[config.mk]
export PLATFORM = sky130hd
export DESIGN_NAME = if_fetch
export DESIGN_NICKNAME = d
export VERILOG_FILES = /design/src/rtl/if_fetch.sv
export SDC_FILE = /design/constraint.sdc
export NUM_CORES = 1
export LEC_CHECK = 0
export ABC_AREA = 0
export CORE_MARGIN = 1.5
export CORE_UTILIZATION = 30
export CTS_CLUSTER_DIAMETER = 80
export CTS_CLUSTER_SIZE = 30
export DETAILED_ROUTE_END_ITERATION = 7
export GPL_TIMING_DRIVEN = 0
export SETUP_SLACK_MARGIN = 0.05
export SLEW_MARGIN = 25
export SYNTH_ARGS = -nofsm -noshare
export SYNTH_HDL_FRONTEND = slang
export SYNTH_SLANG_ARGS = --single-unit
[constraint.sdc]
create_clock -name clk -period 1.9 [get_ports clk]
set_clock_uncertainty 0.05 [all_clocks]
set_input_delay 0.38 -clock clk [delete_from_list [all_inputs] [get_ports clk]]
set_output_delay 0.38 -clock clk [all_outputs]
set_load 0.005 [all_outputs]
[src/rtl/if_fetch.sv]
// WISC instruction fetch: PC throttling, single-outstanding imem handshake,
// 2-entry {pc, instr} queue toward decode, flush and HLT handling.
module if_fetch #(
  parameter int          DEPTH  = 2,
  parameter logic [3:0]  HLT_OP = 4'hF
) (
  input  logic        clk,
  input  logic        rst_n,
  input  logic [15:0] pc_in,
  output logic        pc_hlt,
  output logic        imem_req,
  output logic [15:0] imem_addr,
  input  logic        imem_ack,
  input  logic [15:0] imem_rdata,
  output logic        instr_valid,
  output logic [15:0] instr,
  output logic [15:0] instr_pc,
  input  logic        dec_stall,
  input  logic        flush,
  output logic        halted
);

  typedef enum logic [1:0] {
    IDLE,
    WAIT,
    DROP,
    HALT
  } state_e;

  state_e      state_q, state_d;
  logic [1:0]  count_q, count_d;
  logic [15:0] pc_q  [2];
  logic [15:0] pc_d  [2];
  logic [15:0] ins_q [2];
  logic [15:0] ins_d [2];
  logic        req_q, req_d;
  logic [15:0] addr_q, addr_d;
  logic        halted_q, halted_d;

  logic issue;
  logic ack;
  logic deq;
  logic enq;
  logic wr;
  logic is_hlt;

  assign issue  = rst_n & (state_q == IDLE) & ~flush
                & (count_q < 2'(DEPTH));
  assign ack    = req_q & imem_ack;
  assign deq    = (count_q != 2'd0) & ~dec_stall & ~flush;
  assign enq    = (state_q == WAIT) & ack & ~flush;
  assign is_hlt = imem_rdata[15:12] == HLT_OP;
  // write slot after any same-cycle dequeue has shifted the head out
  assign wr     = count_q[1] | (count_q[0] & ~deq);

  always_comb begin
    state_d  = state_q;
    count_d  = count_q;
    pc_d     = pc_q;
    ins_d    = ins_q;
    req_d    = req_q;
    addr_d   = addr_q;
    halted_d = halted_q;

    if (flush) begin
      count_d  = 2'd0;
      halted_d = 1'b0;
    end else begin
      count_d = count_q + {1'b0, enq} - {1'b0, deq};
    end

    if (deq) begin
      pc_d[0]  = pc_q[1];
      ins_d[0] = ins_q[1];
    end
    if (enq) begin
      pc_d[wr]  = addr_q;
      ins_d[wr] = imem_rdata;
    end

    unique case (state_q)
      IDLE: begin
        if (issue) begin
          req_d   = 1'b1;
          addr_d  = pc_in;
          state_d = WAIT;
        end
      end
      WAIT: begin
        if (ack) begin
          req_d = 1'b0;
          if (flush) begin
            state_d = IDLE;
          end else if (is_hlt) begin
            state_d  = HALT;
            halted_d = 1'b1;
          end else begin
            state_d = IDLE;
          end
        end else if (flush) begin
          state_d = DROP;
        end
      end
      DROP: begin
        if (ack) begin
          req_d   = 1'b0;
          state_d = IDLE;
        end
      end
      HALT: begin
        if (flush) begin
          state_d = IDLE;
        end
      end
      default: state_d = IDLE;
    endcase
  end

  always_ff @(posedge clk or negedge rst_n) begin
    if (!rst_n) begin
      state_q  <= IDLE;
      count_q  <= 2'd0;
      req_q    <= 1'b0;
      addr_q   <= 16'h0000;
      halted_q <= 1'b0;
      for (int i = 0; i < 2; i++) begin
        pc_q[i]  <= 16'h0000;
        ins_q[i] <= 16'h0000;
      end
    end else begin
      state_q  <= state_d;
      count_q  <= count_d;
      req_q    <= req_d;
      addr_q   <= addr_d;
      halted_q <= halted_d;
      pc_q     <= pc_d;
      ins_q    <= ins_d;
    end
  end

  assign pc_hlt      = ~issue;
  assign imem_req    = req_q;
  assign imem_addr   = addr_q;
  assign halted      = halted_q;
  assign instr_valid = count_q != 2'd0;
  assign instr       = instr_valid ? ins_q[0] : 16'h0000;
  assign instr_pc    = instr_valid ? pc_q[0] : 16'h0000;

endmodule

==> After elaboration in Yosys (flattened, before gate mapping) <==
Index checks and enable logic that the tools add are counted.
{ "totals": {"register_bits": 86, "in_bits": 37} }
{ "classes": {"add_sub_neg": 2, "magnitude_cmp": 3, "eq_ne": 9, "muxes": 27, "n_bitwise": 15, "reduce_logical": 8} }
{ "op_table": {"columns": ["operator", "n"], "rows": [
  ["2-to-1 mux 16 bit", 5],
  ["bitwise mux 32 bit", 2],
  ["2-to-1 mux 32 bit", 2],
  ["demux 16 bit (select 1 bit)", 1],
  ["2-to-1 mux 2 bit", 8],
  ["bitwise AND 1 bit", 9],
  ["case mux 2 bit (4 select lines)", 1],
  ["2-to-1 mux 1 bit", 7],
  ["inequality test 2 bit (second input constant)", 3],
  ["equality test 2 bit (second input constant)", 2],
  ["equality test 4 bit (second input constant)", 1],
  ["NOT 1 bit", 4],
  ["AND reduction 4 bit", 1],
  ["nonzero test 2 bit", 2],
  ["inequality test 3 bit (second input constant)", 1],
  ["AND reduction 3 bit", 1],
  ["adder 2 x 1 -> 2 bit", 1],
  ["equality test 2 x 1 -> 1 bit (second input constant)", 1],
  ["greater-or-equal comparator 2 bit (second input constant)", 1],
  ["logical NOT 2 bit", 1],
  ["< comparator 2 x 1 -> 1 bit (second input constant)", 1],
  ["< comparator 2 bit (second input constant)", 1],
  ["inequality test 2 x 1 -> 1 bit (second input constant)", 1],
  ["NOT 1 -> 2 bit", 1],
  ["6 further kinds", 6]
]} }

==> Logic depth before layout (Yosys ltp) <==
{ "depth": {"ltp_word": 13, "mapped_depth": 9, "depth_no_buf": 9} }

==> Least setup slack after synthesis <==
OpenSTA, ideal clock, no wires.
{ "synth_path": {"path_kind": "register -> register", "startpoint": "reg state_q[1]", "endpoint": "reg (tool-made name)", "setup_ns": 0.125, "arrival_time_ns": 1.619, "required_time_ns": 1.725, "setup_slack_ns": 0.106, "path_stages_with_launch": 7, "path_buffers": 1, "synth_period_minus_slack_ns": 1.794, "path_cell_list": "dfrtp_1 inv_1 ha_1 nand3_1 nor3_4 buf_6 mux2_2"} }
{ "synth_rtl": {"columns": ["item", "line_no", "text"], "rows": [
  ["start, declared", "30", "state_e state_q, state_d;"],
  ["start signal, assigned", "131", "state_q <= state_d;"]
]} }

==> Worst setup path after layout <==
{ "layout_path": {"startpoint": "reg state_q[1]", "endpoint": "out pc_hlt"} }
{ "layout_via": {"elab_chain_cells": 5} }
{ "layout_rtl": {"columns": ["item", "line_no", "text"], "rows": [
  ["logical NOT 2 bit", "47", "assign issue = rst_n & (state_q == IDLE) & ~flush"],
  ["bitwise AND 1 bit (2 in a row)", "47", null],
  ["bitwise AND 1 bit", "48", "& (count_q < 2'(DEPTH));"],
  ["NOT 1 bit", "141", "assign pc_hlt = ~issue;"],
  ["end, declared", "10", "output logic pc_hlt,"]
]} }
Every way passes these cells.

==> reports/qor.yml <==
sta:
  slew_violations: 0
  fin_crit_sh_pct: 105
  fin_setup_tns_ns: -0.111
  timing.final.crit_period_ns: 2.00
  worst_slack_ns: -0.0960
  clock.fmax_mhz: 501
  rsz0062_at_grt: "yes"
  timing.slew.headroom_pct: 68.7
  worst_slew_pin_slew_ns: 0.470
  hold_slack_ns: 0.0490
  finalHoldViolCount: 0
  setup_violations: 6
clocking:
  numClockSinks: 86
  numCtsBuffers: 9
  clk_pin_slew_ns: 0.07
  clk_latency_ns: 0.34
  cts_tree: "done"
  root_buffer: "clkbuf_16"
  cts_max_level: 3
  cts_max_path_buffers: 2
finish:
  drive_above_1_share_pct: 35.5
  final_util_pct: 48.7
  final_cell_mix: "dfrtp_1 (83), clkdlybuf4s50_1 (53), nand2_1 (50)"
  final_cell_area_sq_um: 6200
  layout.nets: 547
  stdcell_count: 682
  final_common_cell: "dfrtp_1"
  antenna_cells: 0
  area_growth_pct: 57.8
critical_path:
  cp-start-kind: "flop"
  required_ns: 1.47
  crit_path_end_kind: "output port"
  arrival_ns: 1.57
  crit_path_max_fanout: 5
  crit_type: "flop to output port"
placement:
  dp.cells: 618
  globalplace.congestion: 0.756
  place_area_sq_um: 5050
  hpwl_um: 6530
  port_buffers: 88
grt:
  grt_overflow: 0
  first_global_vias: 3260
  grt_start_max_net_pins: 34
  grt_first_pass_wirelength_um: 17000
  grtUsageTotal_pct: 15.6
  antenna_found_initial: 0
synth:
  synth_edf_count: 0
  syn_avg_cell_area_sq_um: 11.0
  synth_top_flop_cell: "dfrtp_1"
  synth_warnings: 0
  synthCells: 357
  synth-seq-area-share_pct: 54.8
  synth-seq-cells: 86
  synthArstFlopShare_pct: 100
  synth_area_sq_um: 3930
  synth.distinct_cells: 31
  syn_nets: 399
floorplanning:
  coreArea_sq_um: 12700
  fp.dieW_um: 117
  rows: 41
  io_pins: 89
  die_h_um: 117
  start_util_pct: 30.9
  die_area_sq_um: 13800
detailed_routing:
  ant_nets: 0
  drtIter0Drc: 124
  dr.pass1.iters: 5
  routed_wl_um: 10900
  dr.max_layer_used: "met4"
  wire_per_inst_um: 16.0
  via_count: 3071
  wl_met2_um: 5410
  viasPerCell: 4.50
  drc: 0
  wl_met3_um: 631
  met1_length_um: 4780
hold_path:
  hold_path.class: "input port to asynchronous set/reset pin"
power_and_ir_drop:
  p_per_area_nw_per_um2: 1270
  cellLeakagePower_nw: 2.88
  vdd_drop_max_uv: 542
status:
  failed_checks: "negative setup slack"
  outcome: "finished with violations"
flow_run:
  drv_cap: 0
synth_stat cells (all sizes together), types with 3 or more instances:
cell type | instances | area share, %
clkbuf | 8 | 0.76
mux2 | 32 | 9.2
mux2i | 34 | 8.7
nand2 | 50 | 4.8
nor3 | 3 | 0.96
dfrtp | 86 | 55
a21oi | 35 | 4.5
nor2 | 37 | 3.6
buf | 12 | 2.6
ha | 5 | 1.6
o21ai | 5 | 0.64
inv | 6 | 0.57
nor2b | 33 | 5.3
final cells by class:
type	instances	area, sq um
fillers	1216	6520
flip-flops and latches	86	2160
multi-input cells	246	1870
repair buffers	137	1360
plain buffers	19	278
clock buffers	9	225
well taps	172	215
clock inverters	7	62.6
inverters	6	30.0
routing by layer:
| metal | up-vias | GRT usage (%) |
|---|---|---|
| li1 | 1487 | - |
| met1 | 1502 | 18.7 |
| met2 | 73 | 26.9 |
| met3 | 9 | 5.35 |
| met4 | 0 | 3.86 |
| met5 | - | 0 |
logic make-up (layout without fill, tap and decap cells):
kind of cell	count (synthesis)	count (layout)	share of synthesized area [%]
simple gates	130	131	15.9
compound gates	42	42	5.51
fa+ha+maj	5	5	1.59
buf+inv	26	178	3.98
xor+xnor	2	2	0.446
mux	66	66	17.8
flops	86	86	54.8
critical path, cell delays in order, from the launching register on:
cell and delay [ns]:
dfrtp_1 0.39, inv_2 0.10, ha_4 0.14, and4bb_2 0.24
buf_8 0.12, inv_8 0.03, buf_8 0.11, buf_6 0.10
repair_timing:
item / in CTS / in global routing
hold buffers: 2 / 0
gates cloned: 5 / 5
pin swaps: 4 / 5
endpoints found under the setup margin: 101 / 97
resized for setup: 198 / 81
hold endpoints to repair: 21 / 0
setup buffers: 29 / 8
path summary, 6_finish.rpt:
| path | from | endpoint | slack [ns] | cells past startpoint |
|---|---|---|---|---|
| worst min-delay path | rst_n | asynchronous set/reset pin | 0.05 | 3 |
| worst min register to register | flop | flop | 0.47 | 1 |
| min in group clk | flop | flop | 0.47 | 1 |
| worst max register to register | state_q[1] | flop | -0.01 | 8 |
| worst max-delay path | state_q[1] | pc_hlt | -0.1 | 7 |
| max in group asynchronous | rst_n | asynchronous set/reset pin | 1.41 | 2 |
report_power, final:
part	internal, mW	switching [mW]	total [mW]	leakage [nW]
Sequential	2.56	0.494	3.05	1.10
Clock	0.922	0.795	1.72	0.145
Combinational	1.95	1.19	3.13	1.64
metrics by stage:
stage	power, mW	setup WS [ns]
6_report	7.90	-0.0960
5_1_grt	8.42	-0.162
4_1_cts	7.59	-0.123
3_5_place_dp	5.34	-0.835
3_3_place_gp	5.23	-4.14
2_1_floorplan	4.22	0.106
Power figures use the tool's default switching activity.
